File: config.mk
export PLATFORM = sky130hd
export DESIGN_NAME = bram_mem_arb
export DESIGN_NICKNAME = d
export VERILOG_FILES = /design/src/rtl/bram_mem_arb.sv
export SDC_FILE = /design/constraint.sdc
export NUM_CORES = 1
export LEC_CHECK = 0
export ABC_AREA = 1
export BUFFER_PORTS_ARGS = -buffer_cell sky130_fd_sc_hd__buf_4
export CAP_MARGIN = 25
export CORE_ASPECT_RATIO = 1.1
export CORE_MARGIN = 3
export CORE_UTILIZATION = 57
export CTS_CLUSTER_DIAMETER = 150
export DETAILED_ROUTE_END_ITERATION = 12
export PLACE_DENSITY = 0.85
export SLEW_MARGIN = 40
export SYNTH_ARGS = -nofsm -noshare
export SYNTH_HDL_FRONTEND = slang
export SYNTH_SLANG_ARGS = --single-unit
File: constraint.sdc
create_clock -name clk -period 4 [get_ports clk]
set_input_delay 0.4 -clock clk [delete_from_list [all_inputs] [get_ports clk]]
set_output_delay 0.4 -clock clk [all_outputs]
set_load 0.02 [all_outputs]
File: src/rtl/bram_mem_arb.sv
// bram_mem_arb: arbitrates the single 16-bit backup-RAM SRAM port between
// the 8-bit serial-EEPROM core (port A, byte accesses) and the 16-bit
// MCU/save-state side (port B, word or byte-lane accesses).
// Each access runs as a strobe window (ACC_CYC cycles), then one CE-hold
// cycle carrying the ack pulse.
// Optional feature: define BRAM_ARB_FIXPRI_EN to make port B win every tie.
// Without it, ties are resolved round-robin.
module bram_mem_arb #(
  parameter int unsigned ACC_CYC = 4,
  parameter int unsigned B_AW    = 19
) (
  input  logic            clk,
  input  logic            rst,
  input  logic            a_req,
  input  logic            a_we,
  input  logic [15:0]     a_addr,
  input  logic [7:0]      a_di,
  output logic [7:0]      a_do,
  output logic            a_ack,
  input  logic            b_req,
  input  logic            b_we_lo,
  input  logic            b_we_hi,
  input  logic [B_AW-1:0] b_addr,
  input  logic [15:0]     b_di,
  output logic [15:0]     b_do,
  output logic            b_ack,
  input  logic [15:0]     mem_do,
  output logic [15:0]     mem_di,
  output logic [B_AW-1:0] mem_addr,
  output logic            mem_ce,
  output logic            mem_oe,
  output logic            mem_we_lo,
  output logic            mem_we_hi,
  output logic            busy
);

  typedef enum logic [1:0] {IDLE, ACC, HOLD} state_t;

  state_t          state;
  logic [3:0]      cnt;
  logic            pend_a, pend_b;
  logic            last_b;
  logic            gnt_b;
  logic            pick_b;
  logic            clr_a, clr_b;

  logic            a_we_q;
  logic [15:0]     a_addr_q;
  logic [7:0]      a_di_q;
  logic            b_we_lo_q, b_we_hi_q;
  logic [B_AW-1:0] b_addr_q;
  logic [15:0]     b_di_q;

  // Pending flags clear on the cycle that leaves HOLD, so a request landing in
  // the ack cycle is seen as a fresh command.
  assign clr_a = (state == HOLD) && !gnt_b;
  assign clr_b = (state == HOLD) &&  gnt_b;
  assign busy  = (state != IDLE) || pend_a || pend_b;

  // Grant selection for the next access.
  always_comb begin
    pick_b = 1'b0;
`ifdef BRAM_ARB_FIXPRI_EN
    pick_b = pend_b;
`else
    pick_b = pend_b && (!pend_a || !last_b);
`endif
  end

  // Request capture: the first command is kept until its own ack; a set wins
  // over the clear in the ack cycle.
  always_ff @(posedge clk) begin
    if (rst) begin
      pend_a    <= 1'b0;
      pend_b    <= 1'b0;
      a_we_q    <= 1'b0;
      a_addr_q  <= '0;
      a_di_q    <= '0;
      b_we_lo_q <= 1'b0;
      b_we_hi_q <= 1'b0;
      b_addr_q  <= '0;
      b_di_q    <= '0;
    end else begin
      if (a_req && (!pend_a || clr_a)) begin
        pend_a   <= 1'b1;
        a_we_q   <= a_we;
        a_addr_q <= a_addr;
        a_di_q   <= a_di;
      end else if (clr_a) begin
        pend_a <= 1'b0;
      end
      if (b_req && (!pend_b || clr_b)) begin
        pend_b    <= 1'b1;
        b_we_lo_q <= b_we_lo;
        b_we_hi_q <= b_we_hi;
        b_addr_q  <= b_addr;
        b_di_q    <= b_di;
      end else if (clr_b) begin
        pend_b <= 1'b0;
      end
    end
  end

  // Access sequencer with registered SRAM strobes, read-data latches and acks.
  always_ff @(posedge clk) begin
    if (rst) begin
      state     <= IDLE;
      cnt       <= '0;
      last_b    <= 1'b1;
      gnt_b     <= 1'b0;
      a_do      <= '0;
      b_do      <= '0;
      a_ack     <= 1'b0;
      b_ack     <= 1'b0;
      mem_di    <= '0;
      mem_addr  <= '0;
      mem_ce    <= 1'b0;
      mem_oe    <= 1'b0;
      mem_we_lo <= 1'b0;
      mem_we_hi <= 1'b0;
    end else begin
      case (state)
        IDLE: begin
          a_ack  <= 1'b0;
          b_ack  <= 1'b0;
          mem_ce <= 1'b0;
          if (pend_a || pend_b) begin
            state  <= ACC;
            cnt    <= '0;
            gnt_b  <= pick_b;
            mem_ce <= 1'b1;
            if (pick_b) begin
              mem_addr  <= b_addr_q;
              mem_di    <= b_di_q;
              mem_oe    <= !(b_we_lo_q || b_we_hi_q);
              mem_we_lo <= b_we_lo_q;
              mem_we_hi <= b_we_hi_q;
            end else begin
              mem_addr  <= {{(B_AW-15){1'b0}}, a_addr_q[15:1]};
              mem_di    <= {a_di_q, a_di_q};
              mem_oe    <= !a_we_q;
              mem_we_lo <= a_we_q &&  a_addr_q[0];
              mem_we_hi <= a_we_q && !a_addr_q[0];
            end
          end
        end
        ACC: begin
          if (cnt == 4'(ACC_CYC - 1)) begin
            state     <= HOLD;
            mem_oe    <= 1'b0;
            mem_we_lo <= 1'b0;
            mem_we_hi <= 1'b0;
            if (gnt_b) begin
              b_ack <= 1'b1;
              if (mem_oe) b_do <= mem_do;
            end else begin
              a_ack <= 1'b1;
              if (mem_oe) a_do <= a_addr_q[0] ? mem_do[7:0] : mem_do[15:8];
            end
          end else begin
            cnt <= cnt + 4'd1;
          end
        end
        HOLD: begin
          state  <= IDLE;
          a_ack  <= 1'b0;
          b_ack  <= 1'b0;
          mem_ce <= 1'b0;
          last_b <= gnt_b;
        end
        default: state <= IDLE;
      endcase
    end
  end

endmodule

==> impl_metrics.env <==
export IMPL_outcome="complete, no violations"
export IMPL_port_buffers=147
export IMPL_fill_cells=748
export IMPL_cts_setup_buffers=0
export IMPL_synth_nets=891
export IMPL_topRoutingLayerUsed="met4"
export IMPL_via_count=5874
export IMPL_setup_viol=0
export IMPL_rsz0062_at_grt="no"
export IMPL_clock_fmax_ghz=0.395
export IMPL_layout_commonest_cell="nand2_1"
export IMPL_async_flop_share_pct=0
export IMPL_drtIter0Drc=398
export IMPL_synthMuxAreaShare_pct=0
export IMPL_p_per_area_mw_per_mm2=476
export IMPL_die_h_um=112
export IMPL_grt_total_usage_pct=26.8
export IMPL_cts_buffers=17
export IMPL_cts_max_path_buffers=2
export IMPL_cp_required_ns=4.45
export IMPL_dpl_cell_area_mm2=0.00683
export IMPL_dr_wl_met2_um=7570
export IMPL_worstRegToRegCells=4
export IMPL_synth_main_ff_cell="dfxtp_1"
export IMPL_ios=148
export IMPL_final_nets=999
export IMPL_cp_start_kind="register"
export IMPL_route_detailed_drc=0
export IMPL_gr_total_overflow=0
export IMPL_mostFrequentLayoutCells="198 x nand2_1, 149 x buf_4, 137 x dfxtp_1"
export IMPL_min_to="b_di_q[6]$_SDFFE_PP0P_"
export IMPL_irDropWorstVdd_mv=0.288
export IMPL_slew_headroom_pct=50.7
export IMPL_grt_max_degree=71
export IMPL_grt_pass1_wl_um=24800
export IMPL_syn_inst=808
export IMPL_min_from="b_di[6]"
export IMPL_worst_pin_slew_ns=0.737
export IMPL_cts_htree_levels=4
export IMPL_hold_viol=0
export IMPL_stdcell_count=1049
export IMPL_synth_edf_count=0
export IMPL_ant_nets=0
export IMPL_worstReg2RegEnd="b_we_hi_q$_SDFFE_PP0P_"
export IMPL_insertion_delay_ns=0.53
export IMPL_r2r_slack_ns=1.47
export IMPL_clockRootBuffer="clkbuf_8"
export IMPL_area_growth_pct=27.1
export IMPL_grt_pass1_vias=5350
export IMPL_dp_cells=1017
export IMPL_cp_max_fo=39
export IMPL_drt_vias_per_instance=5.60
export IMPL_yosys_register_bits=137
export IMPL_gp_congestion=0.833
export IMPL_yosys_warnings=0
export IMPL_syn_cell_area_mm2=0.00584
export IMPL_drt_total_wl_um=15500
export IMPL_ys_seq_area_share_pct=46.9
export IMPL_drv_cap=0
export IMPL_timing_final_crit_share_pct=63.3
export IMPL_synthSimpleGateAreaFrac_pct=33.8
export IMPL_worstPathArrival_ns=2.98
export IMPL_synth_avg_cell_area_um2=7.23
export IMPL_first_pass_iters=6
export IMPL_synthXorXnorAreaFrac_pct=0
export IMPL_cts_tree="done"
export IMPL_synth_compound_area_share_pct=11.8
export IMPL_diodes=0
export IMPL_drive_gt1_share_pct=21.5
export IMPL_wl_met3_um=1140
export IMPL_die_w_um=103
export IMPL_start_util_pct=58.8
export IMPL_synthDistinctLibCells=27
export IMPL_reg2reg_from="pend_b$_SDFFE_PP0P_"
export IMPL_ctsHoldBuffers=0
export IMPL_setup_tns_ns=0
export IMPL_place_ws_ns=1.57
export IMPL_hp_class="primary input to register"
export IMPL_hold_depth=3
export IMPL_hpwl_um=10100
export IMPL_cp_end_kind="register"
export IMPL_post_route_cell_area_mm2=0.00743
export IMPL_wl_per_cell_um=14.8
export IMPL_synth_top_family_by_area="simple AND/OR/NAND/NOR gates"
export IMPL_numClockSinks=137
export IMPL_min_period_ns=2.53
export IMPL_antenna_found_initial=0
export IMPL_p_leak_uw=0.00332
export IMPL_synth_fa_ha_area_share_pct=0.214
export IMPL_fin_util_pct=74.7
export IMPL_report_final_slew_viol_count=0
export IMPL_fin_skew_ns=0.00876
export IMPL_m1WireLength_um=6400
export IMPL_path_clk_slew_ns=0.06
export IMPL_worst_slack_ns=1.47
export IMPL_core_mm2=0.00994
export IMPL_path_class="register to register"
export IMPL_rows=38
export IMPL_ctsResizeCount=0
export IMPL_dieArea_mm2=0.0115
==> cell families (layout without fill, tap and decap cells) <==
logic type	count (synthesis)	count (layout)
DFF	137	137
AOI/OAI and AO/OA	135	135
buffers and inverters	90	211
adders and majority gates	1	1
and+or+nand+nor	445	445
==> Yosys cell counts (6+ instances only) <==
cell,count,area (µm²)
clkbuf_1,27,101
buf_2,16,80.1
buf_4,7,52.6
dfxtp_1,137,2740
buf_6,6,67.6
o21ai_0,18,90.1
nand3_1,99,495
inv_1,26,97.6
nand2_1,199,747
nand3b_1,25,188
nor2_1,107,402
a21oi_1,113,566
==> per-layer routing <==
metal,vias to the layer above,GRT usage (%)
met5,-,0
met4,0,10.9
met3,37,5.16
met2,252,44.0
met1,2739,34.3
li1,2846,-
==> power by group <==
group | internal, µW | switching [µW]
combinational | 190 | 295
sequential | 1440 | 53.9
clock | 976 | 580
==> flip-flops by register name (all words and copies together) (netlist names), 2 cells and up <==
register,cells
b_addr_q,19
mem_addr,19
a_addr_q,16
b_di_q,16
b_do,16
mem_di,16
a_di_q,8
a_do,8
cnt,4
state,2
==> per-stage QoR <==
stage / total power [µW] / hold slack, ns
after CTS: 3540 / 0.138
final: 3540 / 0.153
after floorplan: 1830 / 0.439
after global placement: 1980 / 0.447
after detailed placement: 2000 / 0.455
after global routing: 3670 / 0.144
==> critical path, cell delays in order (launching register included) <==
cell     delay [ns]
dfxtp_1        0.75
nand2_2        0.61
nand2_2        0.77
nand2_1        0.14
a21oi_1        0.16
==> area by class of cell <==
class / count / area (µm²) / share of cell area, %
Clock buffer: 19 / 442 / 5.95
Clock inverter: 13 / 151 / 2.04
Inverter: 29 / 111 / 1.50
Multi-Input combinational cell: 581 / 2680 / 36.1
Sequential cell: 137 / 2740 / 36.9
Tap cell: 120 / 150 / 2.02
Timing Repair Buffer: 150 / 1150 / 15.4
==> worst max-delay path by stage <==
| stage | startpoint | endpoint | slack, ns |
|---|---|---|---|
| final | pend_b$_SDFFE_PP0P_ | b_we_hi_q$_SDFFE_PP0P_ | 1.47 |
| after floorplan | mem_oe$_SDFFE_PP0P_ | b_do[10]$_SDFFE_PP0P_ | 2.59 |
| after detailed placement | pend_b$_SDFFE_PP0P_ | b_addr_q[2]$_SDFFE_PP0P_ | 1.57 |
| after global placement | pend_b$_SDFFE_PP0P_ | b_di_q[0]$_SDFFE_PP0P_ | 1.34 |
| after global routing | pend_b$_SDFFE_PP0P_ | b_di_q[14]$_SDFFE_PP0P_ | 1.31 |
| after CTS | pend_b$_SDFFE_PP0P_ | b_we_hi_q$_SDFFE_PP0P_ | 1.54 |
No activity file was read; power rests on OpenSTA's default activity.
